[src/rtl/uart_frame_parser.sv]
// uart_frame_parser: framer behind the UART receiver.
// Collects SOF, LEN, LEN payload bytes, CHK; releases the buffered payload on a
// valid/ready stream only after the checksum matches. Malformed, corrupted and
// stalled frames are dropped with a one-cycle frame_err pulse and a held code.
module uart_frame_parser #(
  parameter logic [7:0] SOF_BYTE       = 8'hA5,
  parameter int         MAX_LEN        = 16,
  parameter int         TIMEOUT_CYCLES = 100000
) (
  input  logic       clk,
  input  logic       rst_n,
  input  logic [7:0] rx_data,
  input  logic       rx_valid,
  output logic [7:0] pld_data,
  output logic       pld_valid,
  input  logic       pld_ready,
  output logic       pld_last,
  output logic       frame_ok,
  output logic       frame_err,
  output logic [1:0] err_code,
  output logic       overrun
);

  localparam int PW = $clog2(MAX_LEN + 1);
  localparam int TW = $clog2(TIMEOUT_CYCLES);
  localparam logic [TW-1:0] TO_LAST = TW'(TIMEOUT_CYCLES - 1);

  typedef enum logic [2:0] {
    S_IDLE,
    S_LEN,
    S_PAYLOAD,
    S_CHK,
    S_DRAIN
  } state_t;

  state_t        state, state_nx;
  logic [7:0]    len;
  logic [7:0]    sum;
  logic [PW-1:0] wr_ptr;
  logic [PW-1:0] rd_ptr;
  logic [TW-1:0] idle_cnt;
  logic [7:0]    mem [0:(2**PW)-1];

  logic          in_frame;
  logic          timed_out;
  logic          len_bad;
  logic          last_wr;
  logic          last_rd;
  logic          xfer;
  logic          err_set;
  logic [1:0]    err_val;
  logic          done;

  // The inter-byte timer only matters while a frame is being received.
  assign in_frame  = (state == S_LEN) || (state == S_PAYLOAD) || (state == S_CHK);
  assign timed_out = in_frame && !rx_valid && (idle_cnt == TO_LAST);
  assign len_bad   = (rx_data == 8'd0) || (int'(rx_data) > MAX_LEN);
  assign last_wr   = (8'(wr_ptr) == (len - 8'd1));
  assign last_rd   = (8'(rd_ptr) == (len - 8'd1));

  // The buffer read is combinational, so data and last stay put while stalled.
  assign pld_valid = (state == S_DRAIN);
  assign pld_data  = pld_valid ? mem[rd_ptr] : 8'h00;
  assign pld_last  = pld_valid && last_rd;
  assign xfer      = pld_valid && pld_ready;

  // Next-state decode plus the error/done strobes that feed the pulse registers.
  always_comb begin
    state_nx = state;
    err_set  = 1'b0;
    err_val  = 2'd0;
    done     = 1'b0;
    case (state)
      S_IDLE: begin
        if (rx_valid && (rx_data == SOF_BYTE)) state_nx = S_LEN;
      end
      S_LEN: begin
        if (rx_valid) begin
          if (len_bad) begin
            err_set  = 1'b1;
            err_val  = 2'd1;
            state_nx = S_IDLE;
          end else begin
            state_nx = S_PAYLOAD;
          end
        end else if (timed_out) begin
          err_set  = 1'b1;
          err_val  = 2'd3;
          state_nx = S_IDLE;
        end
      end
      S_PAYLOAD: begin
        if (rx_valid) begin
          if (last_wr) state_nx = S_CHK;
        end else if (timed_out) begin
          err_set  = 1'b1;
          err_val  = 2'd3;
          state_nx = S_IDLE;
        end
      end
      S_CHK: begin
        if (rx_valid) begin
          if (rx_data == sum) begin
            state_nx = S_DRAIN;
          end else begin
            err_set  = 1'b1;
            err_val  = 2'd2;
            state_nx = S_IDLE;
          end
        end else if (timed_out) begin
          err_set  = 1'b1;
          err_val  = 2'd3;
          state_nx = S_IDLE;
        end
      end
      S_DRAIN: begin
        if (xfer && last_rd) begin
          done     = 1'b1;
          state_nx = S_IDLE;
        end
      end
      default: state_nx = S_IDLE;
    endcase
  end

  // State register.
  always_ff @(posedge clk or negedge rst_n) begin
    if (!rst_n) state <= S_IDLE;
    else        state <= state_nx;
  end

  // Frame bookkeeping: length, running checksum, pointers, timer and status.
  always_ff @(posedge clk or negedge rst_n) begin
    if (!rst_n) begin
      len       <= 8'd0;
      sum       <= 8'd0;
      wr_ptr    <= '0;
      rd_ptr    <= '0;
      idle_cnt  <= '0;
      frame_ok  <= 1'b0;
      frame_err <= 1'b0;
      err_code  <= 2'd0;
      overrun   <= 1'b0;
    end else begin
      frame_ok  <= done;
      frame_err <= err_set;
      if (err_set) err_code <= err_val;
      if ((state == S_DRAIN) && rx_valid) overrun <= 1'b1;

      if ((state == S_IDLE) || rx_valid || !in_frame) idle_cnt <= '0;
      else                                            idle_cnt <= idle_cnt + 1'b1;

      case (state)
        S_LEN: begin
          if (rx_valid) begin
            len    <= rx_data;
            sum    <= rx_data;
            wr_ptr <= '0;
          end
        end
        S_PAYLOAD: begin
          if (rx_valid) begin
            sum    <= sum + rx_data;
            wr_ptr <= wr_ptr + 1'b1;
          end
        end
        S_CHK: begin
          if (rx_valid) rd_ptr <= '0;
        end
        S_DRAIN: begin
          if (xfer) rd_ptr <= rd_ptr + 1'b1;
        end
        default: ;
      endcase
    end
  end

  // Payload storage; contents are only meaningful between LEN and the end of DRAIN.
  always_ff @(posedge clk) begin
    if ((state == S_PAYLOAD) && rx_valid) mem[wr_ptr] <= rx_data;
  end

endmodule

[config.mk]
export PLATFORM = sky130hd
export DESIGN_NAME = uart_frame_parser
export DESIGN_NICKNAME = d
export VERILOG_FILES = /design/src/rtl/uart_frame_parser.sv
export SDC_FILE = /design/constraint.sdc
export NUM_CORES = 1
export LEC_CHECK = 0
export CAP_MARGIN = 40
export CORE_MARGIN = 2
export CORE_UTILIZATION = 56
export DETAILED_ROUTE_END_ITERATION = 8
export GPL_TIMING_DRIVEN = 1
export PLACE_DENSITY = 0.76
export SYNTH_ARGS = -nofsm -noshare
export SYNTH_HDL_FRONTEND = slang
export SYNTH_SLANG_ARGS = --single-unit
export TNS_END_PERCENT = 30
[constraint.sdc]
create_clock -name clk -period 3.95 [get_ports clk]
set_clock_uncertainty 0.1 [all_clocks]
set_input_delay 0.395 -clock clk [delete_from_list [all_inputs] [get_ports clk]]
set_output_delay 0.395 -clock clk [all_outputs]
set_load 0.05 [all_outputs]
# Yosys cells after proc, flatten, opt, wreduce, memory -nomap -nowiden
# Memory sizes are Yosys's and may differ from the RTL's.
# Index checks and enable logic that the tools add are counted.
[op_classes]
mux = 38
n_reduce_logical = 23
magnitude_cmp = 1
bitwise = 0
n_addsub = 5
n_mul = 0
n_eq_ne = 16
div_mod_pow = 0
shifts = 0
[ops]
columns = ["op", "count"]
rows = [
  ["$mux W3", 8],
  ["$mux W8", 3],
  ["$pmux W5 S2", 2],
  ["$add A17 B1 Y17 const B", 1],
  ["$eq A17 B17 Y1 const B", 1],
  ["$mux W17", 1],
  ["$eq A5 B8 Y1", 2],
  ["$pmux W8 S2", 1],
  ["$mux W5", 3],
  ["$pmux W3 S5", 1],
  ["$mux W2", 6],
  ["$mux W1", 11],
  ["$add A5 B1 Y5 const B", 2],
  ["$reduce_and A3 Y1", 3],
  ["$add A8 B8 Y8", 1],
  ["$eq A8 B8 Y1", 1],
  ["$eq A8 B8 Y1 const B", 1],
  ["$gt A8 B5 Y1 const B", 1],
  ["$logic_and A1 B1 Y1", 8],
  ["$logic_not A8 Y1", 1],
  ["$ne A2 B2 Y1 const B", 4],
  ["$sub A8 B1 Y8 const B", 1],
  ["$eq A3 B2 Y1 const B", 2],
  ["$pmux W2 S3", 1],
  ["10 further kinds", 17],
]
[word_totals]
latch_bits = 0
output_inout_bits = 15
romBits = 0
in_bits = 12
memories = 1
ram_bits = 256
register_bits = 51
[memory_table]
columns = ["name", "depth", "word_bits", "rd", "rd_clocked_by_memory_dff", "wr", "line_no", "text"]
rows = [
  ["mem", 32, 8, 1, 0, 1, "42", "logic [7:0] mem [0:(2**PW)-1];"],
]

# Logic depth before layout (Yosys ltp)
[depth]
ltp_word = 8
mapped_depth = 8
ltp_nobuf = 8

# Worst setup path after synthesis
# OpenSTA, ideal clock, no wires.
[synth_timing]
path_kind = "register to output"
start = "register len[0]"
end = "output pld_last"
slack_ns = 1.175
required_ns = 3.455
path_buffers = 1
arrival_ns = 2.280
path_stages_with_launch = 9
cell_sequence = "dfrtp_1 -> clkbuf_1 -> inv_1 -> ha_1 -> o21bai_1 -> a211o_1 -> a31oi_1 -> nand4_1 -> nor2_1"
[synth_via]
elab_chain_cells = 3
[synth_lines]
columns = ["element", "line_no", "text"]
rows = [
  ["start: declaration", "37", "logic [7:0] len;"],
  ["start signal: assignment", "156", "len <= rx_data;"],
  ["$sub A8 B1 Y8", "59", "assign last_rd = (8'(rd_ptr) == (len - 8'd1));"],
  ["$eq A5 B8 Y1", "59", ""],
  ["$logic_and A1 B1 Y1", "64", "assign pld_last = pld_valid && last_rd;"],
  ["end: declaration", "17", "output logic pld_last,"],
]
# Every way passes these cells.

# Worst setup path in the final report
[layout_timing]
start = "register rd_ptr[1]"
end = "output pld_data[7]"
[layout_via]
elab_chain_cells = 2
[layout_lines]
columns = ["element", "line_no", "text"]
rows = [
  ["start: declaration", "40", "logic [PW-1:0] rd_ptr;"],
  ["start signal: assignment", "171", "if (xfer) rd_ptr <= rd_ptr + 1'b1;"],
  ["$mem_v2 Z32 W8", "--", ""],
  ["$mux W8", "63", "assign pld_data = pld_valid ? mem[rd_ptr] : 8'h00;"],
  ["end: declaration", "14", "output logic [7:0] pld_data,"],
]
# Every way passes these cells.

==> impl_metrics.toml <==
[layout]
antenna_cells = 0
fin_cells = 1110
drive_gt1_frac = 0.187
n_fill_cell = 1527
nNetsFinal = 830
area_delta_synth_final_pct = 12.9

[pwr]
leakage_nw = 5.05
ir_worst_vdd_mv = 0.631
powerDensity_mw_per_mm2 = 613

[logic_synthesis]
synth_most_common_cell = "edfxtp_1"
synth_fa_ha_area_frac = 0.0151
synth-seq-area-share = 0.693
ys_warn_count = 0
synth_top_cell_area_share = 0.595
async_flop_share = 0.166
yosys-top-cells-area = "edfxtp_1 (59%), dfrtp_1 (9.9%), mux4_2 (9.8%)"
synthSimpleGateAreaFrac = 0.0684
synth.area.mux_share = 0.122
synth_top_family_by_area = "multiplexers"
synth-xor-area-share = 0.0251
postSynthCellCount = 752
syn_nets = 779
ys_ff_latch = 307
synth.avg_cell_area_sq_um = 17.2
synth-compound-area-share = 0.0554
synth_edf_count = 256
synth_ff_type = "edfxtp_1"
synth_area_sq_mm = 0.0129
synth.distinct_cells = 58
yosys.area.top_type = "edfxtp_1"
synth_common_cells = "edfxtp_1 (256), nor2_1 (73), mux4_2 (56), dfrtp_1 (51), nand2_1 (30)"

[floorplan]
io-pin-count = 27
fp.dieH_um = 156
rows = 55
die_w_um = 156
initial_core_util = 0.571
core_sq_mm = 0.0226
dieArea_sq_mm = 0.0243

[clocking]
cts_made_buffers = 30
cts_tree = "yes"
clock_latency_ns = 0.56
clock_sinks = 307
htree_levels = 1
cts-root-buf = "clkbuf_16"
cts.clk_slew.worst_paths_ns = 0.06
clockBufferDepth = 3

[sta]
period_needed_ns = 3.88
tightest_slew_ns = 0.877
hold_viol_final = 0
slew_headroom = 0.413
slew_violations = 0
rsz0062_at_grt = "false"
setup_tns_ns = 0
setup_viol = 0
fmax_mhz = 258
fin_crit_sh = 0.981

[placed_design]
gp_congestion = 0.801
portBuffers = 26
dp_hpwl_um = 17600
dp_cells = 1053

[route]
vias = 7071
first_pass_iters = 6
wl_um = 27100
drt_iter0_markers = 571
drc = 0
drt.antenna.violating_nets = 0
post_drt_wl_per_cell_um = 24.4
routed_via_density = 6.37

[min_path]
hp-class = "input pin to asynchronous set/reset pin"

[grt]
antenna_found_initial = 2
grt_max_degree = 39
grt_pass1_vias = 7365
grt_use_total = 0.232
grt_overflow = 0
grt_pass1_wl_um = 42200

[flow_run]
drv_cap = 0

[worst_setup_path]
crit_fanout = 23
cp.arrival_ns = 3.38
startpoint_type = "register"
required_ns = 3.45
endpoint_kind = "output pin"
worst-setup-path-type = "register to output pin"

[status]
outcome = "complete, no violations"
[path summary, 6_finish.rpt]
check / startpoint / endpoint / slack, ns / cells after the start
worst max-delay path: rd_ptr[1] / pld_data[7] / 0.07 / 6
worst min-delay path: rst_n / idle_cnt[12] / 0.37 / 2
worst max register to register: state[2] / mem[21][2] / 1.40 / 3
worst min register to register: overrun / overrun / 0.38 / 1
max in group asynchronous: rst_n / overrun / 2.65 / 3
min in group clk: overrun / overrun / 0.38 / 1
[worst max-delay path, stage by stage (launching register included)]
cell and delay, ns:
dfrtp_4 0.66, buf_4 0.26, buf_4 0.18, mux4_2 0.30, a221oi_1 0.51, o22ai_1 0.17, clkdlybuf4s50_1 0.73
[area by class of cell]
class / instances / area (sq um) / share of cell area
Sequential cell: 307 / 8970 / 0.615
Multi-Input combinational cell: 395 / 3700 / 0.253
Clock buffer: 33 / 762 / 0.0522
Timing Repair Buffer: 58 / 569 / 0.0390
Tap cell: 285 / 357 / 0.0244
Clock inverter: 21 / 195 / 0.0134
Inverter: 11 / 41.3 / 0.00283
[repair_timing]
item,4_1_cts,5_1_grt
setup endpoints to repair,7,7
pin swaps,0,0
hold buffers,1,0
cloned,0,0
hold endpoints to repair,37,0
resized for setup,1,7
buffers inserted,1,0
[report_power, final]
part / internal (W) / switching, W / leakage [nW]
Sequential: 0.00355 / 0.000138 / 2.96
Clock: 0.00159 / 0.00117 / 0.471
Combinational: 0.00113 / 0.00138 / 1.62
Total: 0.00626 / 0.00269 / 5.05
[logic make-up (layout without fill, tap and decap cells)]
logic type	Yosys count	in the layout
simple gates	177	177
flops	307	307
compound gates	92	92
xor+xnor	37	37
fa+ha+maj	15	15
mux	74	74
buf+inv	50	123
[stage by stage]
step	util	area, sq um	worst slack (ns)	hold WS (ns)	power (W)
floorplan	-	12900	1.18	-0.000591	0.00550
global placement	0.600	13600	0.562	0.339	0.00620
detailed placement	0.600	13600	0.520	0.371	0.00625
CTS	0.644	14600	0.00805	0.384	0.00900
global route	0.645	14600	0.00724	0.401	0.00925
finish	0.645	14600	0.0740	0.374	0.00895
[sequential cells by signal (all words and copies together), names as in the netlist]
register,cells
wr_ptr,5
rd_ptr,5
frame_err,1
len,8
idle_cnt,17
mem,256
frame_ok,1
err_code,2
state,3
sum,8
overrun,1
[per-layer routing]
metal	global-route usage	vias to the layer above	routed length (um)
li1	-	3090	-
met1	0.316	3644	10900
met2	0.385	276	13600
met3	0.0414	57	1830
met4	0.0782	4	757
met5	0	-	31
[layout by cell type, fill, tap and decap left out, drive strengths merged, types with 15 or more instances in the layout]
cell           count
edfxtp           256
nor2              73
mux4              64
dfrtp             51
clkbuf            33
buf               32
nand2             30
xnor2             20
clkdlybuf4s50     18
xor2              17
a22o              17
a221oi            16
clkinv            15
(Power assumes the default switching activity.)
